`src/rtl/distance_uart_tx.sv`:
```
// Converts an 11-bit centimetre reading to four ASCII digits and sends "dddd\r\n"
// (or "----\r\n" on error) as 8N1 UART frames.
module distance_uart_tx #(
    parameter int unsigned CLK_HZ   = 27000000,
    parameter int unsigned BAUD     = 115200,
    parameter int unsigned BAUD_DIV = CLK_HZ / BAUD
) (
    input  logic        clk,
    input  logic        rst_n,
    input  logic [10:0] dist_cm,
    input  logic        dist_err,
    input  logic        dist_valid,
    output logic        dist_ready,
    output logic        tx,
    output logic        busy
);

    localparam int unsigned CW = $clog2(BAUD_DIV + 1);

    localparam logic [2:0] S_IDLE       = 3'd0;
    localparam logic [2:0] S_CONVERT    = 3'd1;
    localparam logic [2:0] S_SEND_START = 3'd2;
    localparam logic [2:0] S_SEND_DATA  = 3'd3;
    localparam logic [2:0] S_SEND_STOP  = 3'd4;

    logic [2:0]    state_q,    state_d;
    logic [10:0]   bin_q,      bin_d;
    logic [15:0]   bcd_q,      bcd_d;
    logic          err_q,      err_d;
    logic [3:0]    conv_cnt_q, conv_cnt_d;
    logic [CW-1:0] baud_cnt_q, baud_cnt_d;
    logic [2:0]    bit_cnt_q,  bit_cnt_d;
    logic [2:0]    chr_idx_q,  chr_idx_d;
    logic [7:0]    shreg_q,    shreg_d;
    logic          tx_q,       tx_d;

    logic [15:0]   bcd_adj;
    logic [7:0]    char_cur;

    always_comb begin
        bcd_adj = bcd_q;
        for (int unsigned i = 0; i < 4; i++) begin
            if (bcd_q[4*i +: 4] >= 4'd5) begin
                bcd_adj[4*i +: 4] = bcd_q[4*i +: 4] + 4'd3;
            end
        end
    end

    always_comb begin
        char_cur = 8'h0A;
        case (chr_idx_q)
            3'd0:    char_cur = err_q ? 8'h2D : {4'h3, bcd_q[15:12]};
            3'd1:    char_cur = err_q ? 8'h2D : {4'h3, bcd_q[11:8]};
            3'd2:    char_cur = err_q ? 8'h2D : {4'h3, bcd_q[7:4]};
            3'd3:    char_cur = err_q ? 8'h2D : {4'h3, bcd_q[3:0]};
            3'd4:    char_cur = 8'h0D;
            default: char_cur = 8'h0A;
        endcase
    end

    always_comb begin
        state_d    = state_q;
        bin_d      = bin_q;
        bcd_d      = bcd_q;
        err_d      = err_q;
        conv_cnt_d = conv_cnt_q;
        baud_cnt_d = baud_cnt_q;
        bit_cnt_d  = bit_cnt_q;
        chr_idx_d  = chr_idx_q;
        shreg_d    = shreg_q;
        tx_d       = tx_q;

        case (state_q)
            S_IDLE: begin
                if (dist_valid) begin
                    bin_d      = dist_cm;
                    err_d      = dist_err;
                    bcd_d      = '0;
                    conv_cnt_d = '0;
                    state_d    = S_CONVERT;
                end
            end
            S_CONVERT: begin
                bcd_d      = {bcd_adj[14:0], bin_q[10]};
                bin_d      = {bin_q[9:0], 1'b0};
                conv_cnt_d = conv_cnt_q + 4'd1;
                if (conv_cnt_q == 4'd10) begin
                    // One extra count: the first start bit begins a cycle after the last shift.
                    state_d    = S_SEND_START;
                    chr_idx_d  = '0;
                    baud_cnt_d = CW'(BAUD_DIV);
                end
            end
            S_SEND_START: begin
                if (baud_cnt_q == '0) begin
                    state_d    = S_SEND_DATA;
                    tx_d       = char_cur[0];
                    shreg_d    = {1'b0, char_cur[7:1]};
                    bit_cnt_d  = '0;
                    baud_cnt_d = CW'(BAUD_DIV - 1);
                end else begin
                    tx_d       = 1'b0;
                    baud_cnt_d = baud_cnt_q - 1'b1;
                end
            end
            S_SEND_DATA: begin
                if (baud_cnt_q == '0) begin
                    baud_cnt_d = CW'(BAUD_DIV - 1);
                    if (bit_cnt_q == 3'd7) begin
                        state_d = S_SEND_STOP;
                        tx_d    = 1'b1;
                    end else begin
                        tx_d      = shreg_q[0];
                        shreg_d   = {1'b0, shreg_q[7:1]};
                        bit_cnt_d = bit_cnt_q + 3'd1;
                    end
                end else begin
                    baud_cnt_d = baud_cnt_q - 1'b1;
                end
            end
            S_SEND_STOP: begin
                if (baud_cnt_q == '0) begin
                    if (chr_idx_q == 3'd5) begin
                        state_d   = S_IDLE;
                        chr_idx_d = '0;
                    end else begin
                        // Next start bit follows the stop bit with no idle gap.
                        state_d    = S_SEND_START;
                        chr_idx_d  = chr_idx_q + 3'd1;
                        tx_d       = 1'b0;
                        baud_cnt_d = CW'(BAUD_DIV - 1);
                    end
                end else begin
                    baud_cnt_d = baud_cnt_q - 1'b1;
                end
            end
            default: state_d = S_IDLE;
        endcase
    end

    always_ff @(posedge clk) begin
        if (!rst_n) begin
            state_q    <= S_IDLE;
            bin_q      <= '0;
            bcd_q      <= '0;
            err_q      <= 1'b0;
            conv_cnt_q <= '0;
            baud_cnt_q <= '0;
            bit_cnt_q  <= '0;
            chr_idx_q  <= '0;
            shreg_q    <= '0;
            tx_q       <= 1'b1;
        end else begin
            state_q    <= state_d;
            bin_q      <= bin_d;
            bcd_q      <= bcd_d;
            err_q      <= err_d;
            conv_cnt_q <= conv_cnt_d;
            baud_cnt_q <= baud_cnt_d;
            bit_cnt_q  <= bit_cnt_d;
            chr_idx_q  <= chr_idx_d;
            shreg_q    <= shreg_d;
            tx_q       <= tx_d;
        end
    end

    assign tx         = tx_q;
    assign dist_ready = (state_q == S_IDLE);
    assign busy       = (state_q != S_IDLE);

endmodule

```
`config.mk`:
```
export PLATFORM = sky130hd
export DESIGN_NAME = distance_uart_tx
export DESIGN_NICKNAME = d
export VERILOG_FILES = /design/src/rtl/distance_uart_tx.sv
export SDC_FILE = /design/constraint.sdc
export NUM_CORES = 1
export LEC_CHECK = 0
export ABC_CLOCK_PERIOD_IN_PS = 3400
export CAP_MARGIN = 5
export CORE_ASPECT_RATIO = 0.9
export CORE_MARGIN = 1.5
export CORE_UTILIZATION = 40
export DETAILED_ROUTE_END_ITERATION = 8
export GPL_TIMING_DRIVEN = 0
export PLACE_DENSITY = 0.61
export SETUP_SLACK_MARGIN = 0.2
export SLEW_MARGIN = 0
export SYNTH_ARGS = -nofsm -noshare
export SYNTH_HDL_FRONTEND = slang
export SYNTH_SLANG_ARGS = --single-unit
```
`constraint.sdc`:
```
create_clock -name clk -period 3.4 [get_ports clk]
set_input_delay 1.02 -clock clk [delete_from_list [all_inputs] [get_ports clk]]
set_output_delay 1.02 -clock clk [all_outputs]
set_load 0.02 [all_outputs]
```
==> summary.md, run 1 <==
| Metric | Value |
|---|---|
| Pwr Density | `654 nW/um2` |
| Count of cell types in the netlist | `58` |
| Synthesized Nets | `425` |
| Hold crit path type | `flip-flop to flip-flop` |
| Clock Skew | `0.00520 ns` |
| Layout cells sized above 1 | `8.11%` |
| Final period utilization | `81.1%` |
| Synth Instances | `395` |
| Detailed placer's ending HPWL | `5670 um` |
| P_sw | `0.984 mW` |
| Finished Layout Cells | `515` |
| Register area | `1100 um2` |
| Max frequency | `0.363 GHz` |
| Most common library cells after synthesis | `55 x dfxtp_1, 46 x a21oi_1, 45 x nand2_1` |
| Flop-to-flop setup slack | `1.03 ns` |
| Slew Viols, Final | `0` |
| DR pass1 iterations | `5` |
| GRT busiest layer | `met2` |
| Post-synth EDFFs | `0` |
| Async SR Flop Fraction | `0%` |
| Met1 usage | `28.3%` |
| Worst Tran Pin Value | `0.647 ns` |
| Internal | `1.33 mW` |
| Gpl congestion | `0.916` |
| Flop pwr share | `35.5%` |
| Met2 usage | `31.1%` |
| Final worst slack | `0.642 ns` |
| DR vias | `2889` |
| RSZ-0062 raised after global routing | `no` |
| Starting Density | `41.5%` |
| Post-CTS Hold Buffers | `0` |
| Core Util, Final | `46.7%` |
| Pin count of the biggest net entering global routing | `19` |
| Crit Path Max Fanout | `7` |
| Setup violators final | `0` |
| Die area | `8400 um2` |
| H-tree depth | `2` |
| Fin crit period | `2.76 ns` |
| IO buf count | `16` |
| DRT iter0 DRCs | `177` |
| CTS clock-pin slew for the worst setup and hold paths | `0.11 ns` |
| IO Pins | `18` |
| Synthesized area per cell | `7.96 um2` |
| Cell with the most instances after synthesis | `dfxtp_1` |
| Vias per cell | `5.61` |
| Final-report hold violation count | `0` |
| Clk root buf | `clkbuf_8` |
| Met3 usage | `2.88%` |
| Synth top area share | `35.0%` |
| Primary FF master, synth | `dfxtp_1` |
| Drc violations | `0` |
| Worst Setup End Kind | `output port` |
| PostCTS Resize Cnt | `0` |
| Clock power share | `19.7%` |
| Ys Warns | `0` |
| Post-CTS setup buffers | `0` |
| Hold slack | `0.460 ns` |
| CTS Sinks | `55` |
| CP arrival | `1.74 ns` |
| DP Area | `3420 um2` |
| First-pass GRT wire length | `13000 um` |
| Vias in the first global route | `2580` |
| Dominant cell type by area after synthesis | `dfxtp_1` |
| Status | `finished, final reports clean` |
| Sw Ratio | `42.5%` |
| CP required | `2.38 ns` |
| ANT nets after route | `0` |
| Synthesized area | `3140 um2` |
| Setup CP Type | `flip-flop to output port` |
| Clock Tree Buf Depth | `2` |
| Total power | `2.32 mW` |
| All-layer global routing usage | `19.8%` |
| Top cells by area, synth | `dfxtp_1 35%, a21oi_1 7.3%, ha_1 6.0%, nand2_1 5.4%, o21ai_0 4.6%` |
| CTS tree | `built` |
| Max_cap viols | `0` |
| DRT Wirelength | `7790 um` |
| CTS Buf Count | `5` |
| Row count | `30` |
| Peak supply drop | `0.375 mV` |
| Initial antenna violation count | `0` |
| CORE AREA | `7580 um2` |
| Final Net Count | `448` |
| Type of origin of the critical path | `flip-flop` |
| Max-slew headroom | `56.8%` |
| Post-route design area | `3540 um2` |
| Fillers | `789` |
| Skew-Pair Late Insertion Delay | `0.31 ns` |
| Setup TNS | `0 ns` |
| Final antenna diode count | `0` |
| Routed len/inst | `15.1 um` |
| #FFs+latches synth | `55` |
| Power share of the combinational group | `44.8%` |
| Area grow syn2layout | `12.6%` |
| Place WS | `0.576 ns` |
| Chip Height | `87.1 um` |
| Multi-input logic area | `1880 um2` |
| Pleak | `1.23 nW` |
| DIE WIDTH | `96.5 um` |
| Register area share after synthesis | `35.0%` |
| Placed Instances | `507` |
| Remaining Overflow, GRT | `0` |
## cell usage in the layout (no fill, tap or decap), types with 2 or more instances in the layout
cell / instances
dfxtp_1: 55
a21oi_1: 46
nand2_1: 45
o21ai_0: 29
nand3_1: 26
nor2_1: 20
nor3_1: 17
clkbuf_1: 16
clkdlybuf4s50_1: 16
ha_1: 15
inv_1: 14
a22oi_1: 12
nand2b_1: 8
buf_2: 5
a31oi_1: 5
nand3b_1: 5
nor3b_1: 5
mux2i_1: 5
mux2_2: 5
clkbuf_8: 5
and2_1: 4
o211ai_1: 4
xnor2_1: 4
nor2b_1: 4
xor2_1: 3
nand4_1: 3
a21o_1: 2
and3b_1: 2
nor2_2: 2
o221ai_1: 2
nor4b_1: 2
buf_4: 2
## kinds of logic (layout without fill, tap and decap cells)
kind of cell             Yosys count  count (layout)  synth area share (%)
AND/OR/NAND/NOR                  153             153                  25.3
adder cells (fa/ha/maj)           15              15                  5.97
flip-flops                        55              55                  35.0
multiplexers                      11              11                  3.86
AO/OA/AOI/OAI                    115             115                  22.8
XOR/XNOR                           7               7                  1.95
buffers and inverters             39              63                  5.09
## layout make-up
type / instances / area share, %
multi-input cells: 301 / 53.2
flip-flops and latches: 55 / 31.1
repair buffers: 16 / 4.52
well taps: 96 / 3.39
plain buffers: 24 / 2.93
clock buffers: 5 / 1.94
inverters: 15 / 1.59
clock inverters: 3 / 1.34
## worst max-delay path: stages (launching register included)
cell	delay [ns]
dfxtp_1	0.37
nor3_1	0.37
clkdlybuf4s50_1	0.68
## sequential cells by signal, indices dropped and copies added (netlist names)
name and cells:
bit_cnt_q 3, state_q 3, bin_q 11, bcd_q 16, chr_idx_q 3, baud_cnt_q 8, shreg_q 5, err_q 1
tx 1, conv_cnt_q 4
## power groups by stage
| stage | registers [mW] | logic, mW | clock network [mW] |
|---|---|---|---|
| after CTS | 0.822 | 1.03 | 0.465 |
| final | 0.823 | 1.04 | 0.456 |
| after floorplan | 0.821 | 0.754 | 0 |
| after detailed placement | 0.837 | 1.03 | 0 |
| after global routing | 0.838 | 1.14 | 0.493 |
| after global placement | 0.835 | 1.02 | 0 |
## worst paths after layout
check / from / end / cells after the start
worst max register to register: chr_idx_q[0] / shreg_q[2] / 7
worst max-delay path: state_q[0] / dist_ready / 2
worst min-delay path: bin_q[10] / bcd_q[0] / 2
worst min register to register: bin_q[10] / bcd_q[0] / 2
## per-layer routing
| metal | wire length [um] | share of wire (%) |
|---|---|---|
| met4 | 60 | 0.77 |
| met5 | 0 | 0 |
| met2 | 3550 | 46 |
| met1 | 3880 | 50 |
| met3 | 292 | 3.7 |
(Power assumes the default switching activity.)
==> inputs of run 2 (changes only) <==
--- a/config.mk
+++ b/config.mk
@@ -5,7 +5,7 @@
 export SDC_FILE = /design/constraint.sdc
 export NUM_CORES = 1
 export LEC_CHECK = 0
-export ABC_CLOCK_PERIOD_IN_PS = 3400
+export ABC_CLOCK_PERIOD_IN_PS = 2600
 export CAP_MARGIN = 5
 export CORE_ASPECT_RATIO = 0.9
 export CORE_MARGIN = 1.5
==> constraint.sdc (replaced) <==
create_clock -name clk -period 2.6 [get_ports clk]
set_input_delay 0.78 -clock clk [delete_from_list [all_inputs] [get_ports clk]]
set_output_delay 0.78 -clock clk [all_outputs]
set_load 0.02 [all_outputs]
==> summary.md, run 2 (synthesis results as in run 1) <==
| Metric | Value |
|---|---|
| Clock Skew | `0.00539 ns (was 0.00520 ns)` |
| Setup TNS | `0 ns (unchanged)` |
| Final worst slack | `0.269 ns (was 0.642 ns)` |
| Max layer used | `met4 (unchanged)` |
| IO buf count | `16 (unchanged)` |
| Met3 WL post-DR | `252 um (was 292 um)` |
| RR Endpoint | `shreg_q[2] (unchanged)` |
| DRT iter0 DRCs | `203 (was 177)` |
| Worst R2R Path Depth | `7 (unchanged)` |
| Final-report hold violation count | `0 (unchanged)` |
| Setup CP Type | `flip-flop to flip-flop (was flip-flop to output port)` |
| Metal2 WL | `3580 um (was 3550 um)` |
| Layout cells sized above 1 | `8.83% (was 8.11%)` |
| ANT nets after route | `0 (unchanged)` |
| Regs by FF count | `bcd_q (16), bin_q (11), baud_cnt_q (8) (unchanged)` |
| Pin count of the biggest net entering global routing | `19 (unchanged)` |
| DR pass1 iterations | `4 (was 5)` |
| Row count | `30 (unchanged)` |
| Vias per cell | `5.64 (was 5.61)` |
| Remaining Overflow, GRT | `0 (unchanged)` |
| Die area | `8400 um2 (unchanged)` |
| DIE WIDTH | `96.5 um (unchanged)` |
| Vias in the first global route | `2585 (was 2580)` |
| CTS Buf Count | `5 (unchanged)` |
| Detailed placer's ending HPWL | `5670 um (unchanged)` |
| Pleak | `1.24 nW (was 1.23 nW)` |
| Final antenna diode count | `0 (unchanged)` |
| Clk root buf | `clkbuf_8 (unchanged)` |
| Commonest non-fill, non-tap cells in the layout | `55 x dfxtp_1, 46 x a21oi_1, 45 x nand2_1, 29 x o21ai_0, 26 x nand3_1 (unchanged)` |
| All-layer global routing usage | `19.8% (about the same)` |
| Chip Height | `87.1 um (unchanged)` |
| RSZ-0062 raised after global routing | `yes (was no)` |
| Area grow syn2layout | `13.0% (was 12.6%)` |
| IO Pins | `18 (unchanged)` |
| Drc violations | `0 (unchanged)` |
| Crit Path Max Fanout | `10 (was 7)` |
| Slew Viols, Final | `0 (unchanged)` |
| Starting Density | `41.5% (unchanged)` |
| Fillers | `788 (was 789)` |
| Gpl congestion | `0.916 (unchanged)` |
| Hold crit path type | `flip-flop to flip-flop (unchanged)` |
| Post-CTS Hold Buffers | `0 (unchanged)` |
| Max_cap viols | `0 (unchanged)` |
| PostCTS Resize Cnt | `2 (was 0)` |
| R2R Path Start | `chr_idx_q[1] (was chr_idx_q[0])` |
| Final Net Count | `448 (unchanged)` |
| Initial antenna violation count | `0 (unchanged)` |
| CTS clock-pin slew for the worst setup and hold paths | `0.10 ns (was 0.11 ns)` |
| DR vias | `2905 (was 2889)` |
| CP arrival | `2.52 ns (was 1.74 ns)` |
| CP required | `2.79 ns (was 2.38 ns)` |
| Fin crit period | `2.33 ns` |
| First-pass GRT wire length | `13000 um (about the same)` |
| Most flop-heavy register | `bcd_q (unchanged)` |
| CTS tree | `built (unchanged)` |
| Type of origin of the critical path | `flip-flop (unchanged)` |
| CTS Sinks | `55 (unchanged)` |
| Clock Tree Buf Depth | `2 (unchanged)` |
| Worst Setup End Kind | `flip-flop (was output port)` |
| CORE AREA | `7580 um2 (unchanged)` |
| Max frequency | `0.429 GHz` |
| Peak supply drop | `0.468 mV (was 0.375 mV)` |
| Status | `finished, final reports clean (unchanged)` |
| Setup violators final | `0 (unchanged)` |
| Worst Tran Pin Value | `0.656 ns (was 0.647 ns)` |
| Max-slew headroom | `56.2% (was 56.8%)` |
| Hold Crit Depth | `2 (unchanged)` |
| Flop-to-flop setup slack | `0.27 ns (was 1.03 ns)` |
| Metal1 wirelength | `3940 um (was 3880 um)` |
| Final period utilization | `89.7%` |
| Routed len/inst | `15.2 um (was 15.1 um)` |
| Skew-Pair Late Insertion Delay | `0.32 ns (was 0.31 ns)` |
| Pwr Density | `853 nW/um2 (was 654 nW/um2)` |
| Hold_sp | `shreg_q[0] (was bin_q[10])` |
| Post-CTS setup buffers | `0 (unchanged)` |
| DRT Wirelength | `7840 um (was 7790 um)` |
| Max reg flops | `16 (unchanged)` |
| Worst hold endpoint | `shreg_q[0] (was bcd_q[0])` |
| Place WS | `0.0162 ns (was 0.576 ns)` |
| H-tree depth | `2 (unchanged)` |
| Commonest non-fill, non-tap cell in the layout | `dfxtp_1 (unchanged)` |
## run 2: cell types whose count changed in the layout (fill, tap and decap cells not counted)
cell,delta
nor3_4,+1
dlygate4sd2_1,+1
clkbuf_1,-2
clkdlybuf4s50_1,-1
nor3_1,-1
clkbuf_2,+2
## run 2: worst max-delay path by stage
stage / endpoint / slack, ns / cells past startpoint / from
4_1_cts: shreg_q[2] / 0.21 / 7 / chr_idx_q[0]
3_3_place_gp: bin_q[6] / 0.07 / 6 / dist_valid
6_report: shreg_q[2] / 0.27 / 7 / chr_idx_q[1]
2_1_floorplan: busy / 0.61 / 2 / state_q[0]
5_1_grt: shreg_q[2] / 0.13 / 7 / chr_idx_q[1]
3_5_place_dp: bin_q[7] / 0.02 / 6 / dist_valid
## run 2: metal layers
metal | vias up | global-route usage, %
met5 | - | 0
met4 | 0 | 4.74
met3 | 5 | 2.88
met2 | 54 | 31.2
met1 | 1395 | 28.3
li1 | 1451 | -
## run 2: final cells by class
cell class | instances | area, um2 | area share (%)
clock inverters | 3 | 47.5 | 1.34
repair buffers | 16 | 159 | 4.47
multi-input cells | 301 | 1890 | 53.3
flip-flops and latches | 55 | 1100 | 31.0
plain buffers | 24 | 106 | 2.99
clock buffers | 5 | 68.8 | 1.94
well taps | 96 | 120 | 3.38
inverters | 15 | 56.3 | 1.58
## run 2: per-stage QoR
stage	util (%)	area [um2]	power (mW)	instances	hold WS (ns)
6_report	46.9	3550	3.03	515	0.459
5_1_grt	46.9	3550	3.24	515	0.486
4_1_cts	46.7	3540	3.03	515	0.463
3_5_place_dp	45.2	3420	2.44	507	0.448
3_3_place_gp	45.2	3420	2.43	507	0.440
2_1_floorplan	-	3140	2.06	395	0.429
## run 2: where the power goes
part / internal, mW / switching (mW) / total [mW]
clock: 0.293 / 0.302 / 0.594
combinational: 0.487 / 0.867 / 1.35
sequential: 0.963 / 0.121 / 1.08
total: 1.74 / 1.29 / 3.03
## run 2: critical path, stage by stage, from the launching register on
cell      delay, ns
dfxtp_1        0.42
clkbuf_1       0.35
and2_1         0.19
ha_1           0.25
nand2b_1       0.14
o221ai_1       0.20
nor4b_1        0.51
o22ai_1        0.15
==> inputs of run 3 (changes only) <==
--- a/config.mk
+++ b/config.mk
@@ -10,7 +10,9 @@
 export CORE_ASPECT_RATIO = 0.9
 export CORE_MARGIN = 1.5
 export CORE_UTILIZATION = 40
+export CTS_CLUSTER_SIZE = 25
 export DETAILED_ROUTE_END_ITERATION = 8
+export GPL_ROUTABILITY_DRIVEN = 0
 export GPL_TIMING_DRIVEN = 0
 export PLACE_DENSITY = 0.61
 export SETUP_SLACK_MARGIN = 0.2
==> results of run 3 <==
The final DEF is identical to that of run 2; final timing and power are the same.
